`src/rtl/fp_to_int_arbiter.sv`:
```
`default_nettype none
// ============================================================================
// Module      : fp_to_int_arbiter
// Description : Round-robin sharing of one float-to-int converter among
//               NUM_REQ requesters, with a done watchdog and a response channel.
// Revision    : 1.0 - initial release
// ============================================================================
module fp_to_int_arbiter #(
    parameter int NUM_REQ   = 4,
    parameter int int_size  = 64,
    parameter int precision = 32,
    parameter int TIMEOUT   = 16,
    parameter int ID_W      = $clog2(NUM_REQ)
) (
    input  logic                         clk,
    input  logic                         reset,
    input  logic [NUM_REQ-1:0]           req_valid,
    input  logic [NUM_REQ*precision-1:0] req_float,
    input  logic [NUM_REQ*2-1:0]         req_conv,
    output logic [NUM_REQ-1:0]           req_ready,
    output logic                         cvt_reset,
    output logic [precision-1:0]         cvt_float,
    output logic [1:0]                   cvt_conv,
    input  logic                         cvt_done,
    input  logic [int_size-1:0]          cvt_int,
    input  logic                         cvt_invalid,
    output logic                         rsp_valid,
    input  logic                         rsp_ready,
    output logic [ID_W-1:0]              rsp_id,
    output logic [int_size-1:0]          rsp_int,
    output logic                         rsp_invalid,
    output logic                         rsp_timeout,
    output logic                         busy
);

    localparam int              CNT_W      = $clog2(TIMEOUT);
    localparam logic [CNT_W-1:0] c_CNT_LAST = CNT_W'(TIMEOUT - 1);

    typedef enum logic [1:0] {
        S_IDLE    = 2'd0,
        S_BUSY    = 2'd1,
        S_RESPOND = 2'd2
    } state_t;

    state_t                 r_state;
    state_t                 w_state_next;
    logic [ID_W-1:0]        r_last_grant;
    logic [CNT_W-1:0]       r_cnt;
    logic                   r_cvt_reset;
    logic [precision-1:0]   r_cvt_float;
    logic [1:0]             r_cvt_conv;
    logic                   r_rsp_valid;
    logic [ID_W-1:0]        r_rsp_id;
    logic [int_size-1:0]    r_rsp_int;
    logic                   r_rsp_invalid;
    logic                   r_rsp_timeout;

    logic                   w_any;
    logic [ID_W-1:0]        w_grant_idx;
    logic [precision-1:0]   w_grant_float;
    logic [1:0]             w_grant_conv;
    logic [NUM_REQ-1:0]     w_ready;

    function automatic logic [ID_W-1:0] wrap_idx(input int unsigned base, input int unsigned off);
        int unsigned s;
        s = base + off;
        if (s >= unsigned'(NUM_REQ))
            s = s - unsigned'(NUM_REQ);
        return ID_W'(s);
    endfunction

    // Scan from farthest to nearest so the nearest valid requester after
    // last_grant is the final (winning) assignment.
    always_comb begin
        w_grant_idx = '0;
        for (int i = NUM_REQ; i >= 1; i--) begin
            if (req_valid[wrap_idx(32'(r_last_grant), i)])
                w_grant_idx = wrap_idx(32'(r_last_grant), i);
        end
        w_any         = |req_valid;
        w_grant_float = req_float[int'(w_grant_idx)*precision +: precision];
        w_grant_conv  = req_conv[int'(w_grant_idx)*2 +: 2];
        w_ready       = '0;
        if (r_state == S_IDLE && w_any)
            w_ready[w_grant_idx] = 1'b1;
    end

    always_comb begin
        w_state_next = r_state;
        case (r_state)
            S_IDLE:    if (w_any) w_state_next = S_BUSY;
            S_BUSY:    if (cvt_done || r_cnt == c_CNT_LAST) w_state_next = S_RESPOND;
            S_RESPOND: if (rsp_ready) w_state_next = S_IDLE;
            default:   w_state_next = S_IDLE;
        endcase
    end

    always_ff @(posedge clk or negedge reset) begin
        if (!reset) begin
            r_state       <= S_IDLE;
            r_last_grant  <= ID_W'(NUM_REQ - 1);
            r_cnt         <= '0;
            r_cvt_reset   <= 1'b0;
            r_cvt_float   <= '0;
            r_cvt_conv    <= '0;
            r_rsp_valid   <= 1'b0;
            r_rsp_id      <= '0;
            r_rsp_int     <= '0;
            r_rsp_invalid <= 1'b0;
            r_rsp_timeout <= 1'b0;
        end else begin
            r_state     <= w_state_next;
            // Converter runs only while BUSY, so every operation starts clean.
            r_cvt_reset <= (w_state_next == S_BUSY);
            r_rsp_valid <= (w_state_next == S_RESPOND);
            case (r_state)
                S_IDLE: begin
                    if (w_any) begin
                        r_cvt_float  <= w_grant_float;
                        r_cvt_conv   <= w_grant_conv;
                        r_rsp_id     <= w_grant_idx;
                        r_last_grant <= w_grant_idx;
                        r_cnt        <= '0;
                    end
                end
                S_BUSY: begin
                    r_cnt <= r_cnt + 1'b1;
                    if (cvt_done) begin
                        r_rsp_int     <= cvt_int;
                        r_rsp_invalid <= cvt_invalid;
                        r_rsp_timeout <= 1'b0;
                    end else if (r_cnt == c_CNT_LAST) begin
                        r_rsp_int     <= '0;
                        r_rsp_invalid <= 1'b1;
                        r_rsp_timeout <= 1'b1;
                    end
                end
                default: ;
            endcase
        end
    end

    assign req_ready   = w_ready;
    assign cvt_reset   = r_cvt_reset;
    assign cvt_float   = r_cvt_float;
    assign cvt_conv    = r_cvt_conv;
    assign rsp_valid   = r_rsp_valid;
    assign rsp_id      = r_rsp_id;
    assign rsp_int     = r_rsp_int;
    assign rsp_invalid = r_rsp_invalid;
    assign rsp_timeout = r_rsp_timeout;
    assign busy        = (r_state != S_IDLE);

endmodule
`default_nettype wire

```
`config.mk`:
```
export PLATFORM = sky130hd
export DESIGN_NAME = fp_to_int_arbiter
export DESIGN_NICKNAME = d
export VERILOG_FILES = /design/src/rtl/fp_to_int_arbiter.sv
export SDC_FILE = /design/constraint.sdc
export NUM_CORES = 1
export LEC_CHECK = 0
export BUFFER_PORTS_ARGS = -buffer_cell sky130_fd_sc_hd__buf_2
export CAP_MARGIN = 10
export CORE_AREA = 2 2 122 124
export DETAILED_ROUTE_END_ITERATION = 8
export DIE_AREA = 0 0 124 126
export PLACE_DENSITY = 0.69
export SYNTH_ARGS = -nofsm -noshare
export SYNTH_HDL_FRONTEND = slang
export SYNTH_SLANG_ARGS = --single-unit
```
`constraint.sdc`:
```
create_clock -name clk -period 4 [get_ports clk]
set_input_delay 0.2 -clock clk [delete_from_list [all_inputs] [get_ports clk]]
set_output_delay 0.2 -clock clk [all_outputs]
set_load 0.02 [all_outputs]
```
## Word-level counts from Yosys, hierarchy flattened

Cells that the tools add are included.
Widths: inputs -> output; s select.

- Word-level logic and storage cells: 79
- Output and inout port bits: 109
- Bits of input ports: 209
- Bits in registers: 112

- Shift operators: 2
- Order comparisons: 10
- Mux-type cells: 30
- $add $sub $neg: 9
- Eq/ne operators: 6
- Reductions and logical operators: 11

Operator list:

| operator | number |
|---|---|
| $mux 64 | 2 |
| $shiftx 128x8->32 | 1 |
| $mux 2 | 11 |
| $lt 2x3->1 const B | 5 |
| $ge 3x3->1 const B | 3 |
| $bmux 1 s2 | 4 |
| $mux 1 | 8 |
| $mux 4 | 2 |
| $pmux 4 s2 | 1 |
| $shiftx 8x4->2 | 1 |
| $sub 2x1->2 const B | 4 |
| $add 2x2->3 const B | 2 |
| $pmux 2 s3 | 1 |
| $reduce_and 2->1 | 3 |
| $reduce_bool 2->1 | 3 |
| $add 2x3->4 const B | 1 |
| $add 4x1->4 const B | 1 |
| $eq 2x1->1 const B | 2 |
| $eq 2x2->1 const B | 2 |
| $eq 4x4->1 const B | 1 |
| $ge 4x3->1 const B | 1 |
| $reduce_or 4->1 | 1 |
| $add 2x1->3 const B | 1 |
| $demux 1 s2 | 1 |
| 5 further kinds | 6 |

## Logic depth before layout (Yosys ltp)

- Word-level depth: 14
- Gate-level depth with buffers: 8
- Depth with buffers taken out: 5

## Least setup slack after synthesis

OpenSTA, ideal clock, no wires.

- Path kind: flip-flop to output port
- From: reg r_last_grant[1]
- To: out req_ready[0]
- Path buffers: 3
- Cell stages (with the launch flop): 8
- Setup slack: 2.156 ns
- Data arrival time: 1.644 ns
- Data required time: 3.800 ns
- Cell sequence: dfstp_2 buf_6 mux2i_1 o221a_2 buf_12 buf_8 inv_1 nor2_1

- Cells in the longest elaborated chain, start to end: 14

Ends and longest elaborated chain:

| item | RTL line | source |
|---|---|---|
| from (decl) | 47 | `logic [ID_W-1:0] r_last_grant;` |
| from (signal assigned) | 101 | `r_last_grant <= ID_W'(NUM_REQ - 1);` |
| from (signal assigned) | 122 | `r_last_grant <= w_grant_idx;` |
| $add 2x3->4 | 66 | `s = base + off;` |
| $ge 4x3->1 or $sub 2x1->2 (tied branches) | 67, 68 |  |
| $mux 2 | 67 | `if (s >= unsigned'(NUM_REQ))` |
| $bmux 1 s2 | 77 | `if (req_valid[wrap_idx(32'(r_last_grant), i)])` |
| $mux 1 (implied by the code) | 77 |  |
| $mux 2 (3 in a row) | 77 |  |
| $mux 2 * | 77 |  |
| $lt 2x3->1 (implied by the code) or $ge 2x1->1 (tied branches) | 85 | `w_ready[w_grant_idx] = 1'b1;` |
| $logic_and 1x1->1 (implied by the code) | 85 |  |
| $mux 1 (implied by the code) | 85 |  |
| $demux 1 s2 * | 85 |  |
| $mux 4 * | 84 | `if (r_state == S_IDLE && w_any)` |
| to (decl) | 20 | `output logic [NUM_REQ-1:0] req_ready,` |

Every way passes the cells marked *; elsewhere a longest branch is shown, timed or not. The select of a mux whose other input is x is not followed.

## Worst setup path after layout

- From: reg r_last_grant[1]
- To: out req_ready[2]

Same word-level chain as after synthesis.

==> summary.md <==
| Metric | Value |
|---|---|
| Status | `completed` |
| Total grt overflow | `0` |
| Share of cells above drive strength 1 | `0.490` |
| Routed wire length | `15.4 mm` |
| Final #Nets | `921` |
| Post-DR wirelength/cell | `17.1 µm` |
| Syn avg cell area | `12.4 µm²` |
| Min Tclk post-route | `2.48 ns` |
| Core Area | `14300 µm²` |
| Mapped cell area | `5090 µm²` |
| YS warnings | `0` |
| Post-CTS Setup Bufs | `0` |
| CP endpoint | `req_ready[2]` |
| Required time of the critical path | `3.80 ns` |
| Setup TNS | `0 ns` |
| RSZ-0062 raised after global routing | `false` |
| Ports | `318` |
| Cells after Synth | `410` |
| CP Launch Point | `r_last_grant[1]` |
| Hpwl dp | `11.5 mm` |
| Clk sinks | `112` |
| Vias in the first global route | `4577` |
| Max-Cap Viols | `0` |
| Worst-Skew Late Latency | `0.35 ns` |
| GRT Total Usage | `0.190` |
| Reg clk slew, reported paths | `0.08 ns` |
| FF-to-FF End | `cvt_float[22]` |
| Syn-to-layout area delta | `38.3%` |
| Syn nets | `620` |
| Initial Util | `0.356` |
| R2r setup slk | `1.55 ns` |
| Max Clock Skew | `0.0108 ns` |
| Fmax | `403 MHz` |
| Seq cells post-synth | `112` |
| Period utilization | `0.620` |
| Critical Path Sink Type | `output pin` |
| Leak Pwr | `3.83 nW` |
| Num CTS Buffers | `9` |
| Die ar. | `15600 µm²` |
| FF-to-FF Start | `r_last_grant[1]` |
| Core Util, Final | `0.492` |
| Count of final max-slew check failures | `0` |
| Drt first-iter violations | `135` |
| Row count | `44` |
| Routed vias/inst | `5.13` |
| Setup violators final | `0` |
| HP Start | `cvt_int[44]` |
| Critical setup path kind | `reg -> out` |
| Worst Path Max Fanout | `35` |
| DR DRC count | `0` |
| CTS HTree Levels | `3` |
| FF-to-FF path depth | `5` |
| WP data arrival | `2.28 ns` |
| Max IR drop VDD | `464 µV` |
| Fin. Hold Viols | `0` |
| CTS Root Cell | `clkbuf_16` |
| Hold WC Path Type | `in -> reg` |
| Sequential area share after synthesis | `0.551` |
| Largest net degree at the start of global routing | `67` |
| DRT Pass-1 Iters | `6` |
| Die Wd | `124 µm` |
| ANT cells | `0` |
| Clock buffer depth | `2` |
| Die Height | `126 µm` |
| Total number of vias | `4614` |
| TritonCTS clock tree | `done` |
| Synth unique cells | `29` |
| Count of input and output buffers | `317` |
| Rel. slew slack | `0.577` |
| CP startpoint kind | `flip-flop` |
| Antenna violations before repair | `0` |
| Routed Antenna Nets | `0` |
| Worst slew pin tran | `0.634 ns` |
| Gpl congestion | `0.815` |
| First-pass GRT wire length | `23.2 mm` |
| Power per standard cell area | `824 nW/µm²` |
-- cells in the mapped netlist (all sizes together) --
cell	count	area, µm²
ha	1	12.5
dfstp	2	52.6
nand2	49	186
buf	25	246
o221ai	34	298
a21o	1	7.51
dfrtp	110	2750
a21oi	9	56.3
a22o	64	561
o21ai	8	40.0
and2	1	6.26
or2	1	8.76
o221a	1	11.3
mux2i	69	691
nor2b	2	15.0
nand2b	3	18.8
clkbuf	11	42.5
inv	3	11.3
a31o	1	8.76
nor2	12	45.0
a31oi	2	12.5
nand4	1	6.26
-- power by group --
| group | internal, W | leakage (nW) | switching (W) |
|---|---|---|---|
| Combinational | 0.00115 | 2.30 | 0.00174 |
| Clock | 0.000456 | 0.148 | 0.000441 |
| Sequential | 0.00169 | 1.38 | 0.000321 |
-- registers in the layout (all words and copies together) (netlist names) --
name          count
rsp_int          64
cvt_float        32
r_cnt             4
cvt_conv          2
r_last_grant      2
r_state           2
rsp_id            2
cvt_reset         1
rsp_invalid       1
rsp_timeout       1
rsp_valid         1
-- placed cells by master, fill, tap and decap left out, types with 2 or more instances in the layout --
cell type / n
nand2_1: 47
a31oi_1: 2
buf_12: 3
dfstp_2: 2
clkinv_4: 3
mux2i_1: 69
nand2b_1: 3
inv_1: 3
a22o_1: 64
buf_2: 316
nor2_1: 12
o21ai_0: 8
nand2_2: 2
clkbuf_16: 9
a21oi_1: 8
o221ai_1: 34
dfrtp_1: 110
buf_4: 6
-- worst max-delay path, stage by stage (launching register included) --
cell	delay, ns
dfstp_2	0.61
mux2i_1	0.26
o221a_4	0.64
inv_1	0.12
nor2_1	0.12
buf_2	0.18
-- worst min-delay path by stage --
stage | slack [ns] | cells past startpoint | end
CTS | 0.05 | 2 | rsp_int[13]
global placement | 0.20 | 1 | rsp_int[63]
floorplan | -0.1 | 0 | cvt_conv[0]
global route | 0.05 | 2 | rsp_int[12]
finish | 0.06 | 2 | rsp_int[44]
detailed placement | 0.21 | 1 | rsp_int[45]
-- metal layers --
metal	up-vias	share of wire	GRT usage
met5	-	0	0
met4	0	0.018	0.0654
met3	21	0.092	0.0448
met2	244	0.49	0.326
met1	2210	0.40	0.232
li1	2139	-	-
-- layout make-up --
cell class / instances / area (µm²)
Inverter: 3 / 11.3
Clock buffer: 10 / 239
Sequential cell: 112 / 2810
Tap cell: 184 / 230
Clock inverter: 6 / 62.6
Multi-Input combinational cell: 259 / 2000
Timing Repair Buffer: 326 / 1700
Fill cell: 1315 / 7270
-- cell families after synthesis --
family | synth area share
compound gates | 0.195
fa+ha+maj | 0.00246
buf+inv | 0.0590
flops | 0.551
mux | 0.136
simple gates | 0.0563
-- repair_timing --
item | CTS | global route
endpoints found under the setup margin | 0 | 0
hold endpoints to repair | 38 | 0
hold buffers | 1 | 0
gates resized for setup | 0 | 0
-- stage by stage --
| stage | std cells | area (µm²) | hold WS, ns | total power (W) | setup WS (ns) |
|---|---|---|---|---|---|
| global placement | 881 | 6690 | 0.200 | 0.00483 | 1.73 |
| detailed placement | 881 | 6690 | 0.211 | 0.00492 | 1.54 |
| global route | 900 | 7040 | 0.0474 | 0.00617 | 1.41 |
| CTS | 898 | 7000 | 0.0464 | 0.00583 | 1.49 |
| finish | 900 | 7040 | 0.0624 | 0.00580 | 1.52 |
| floorplan | 410 | 5090 | -0.0956 | 0.00406 | 2.16 |
No activity file was read; power rests on OpenSTA's default activity.
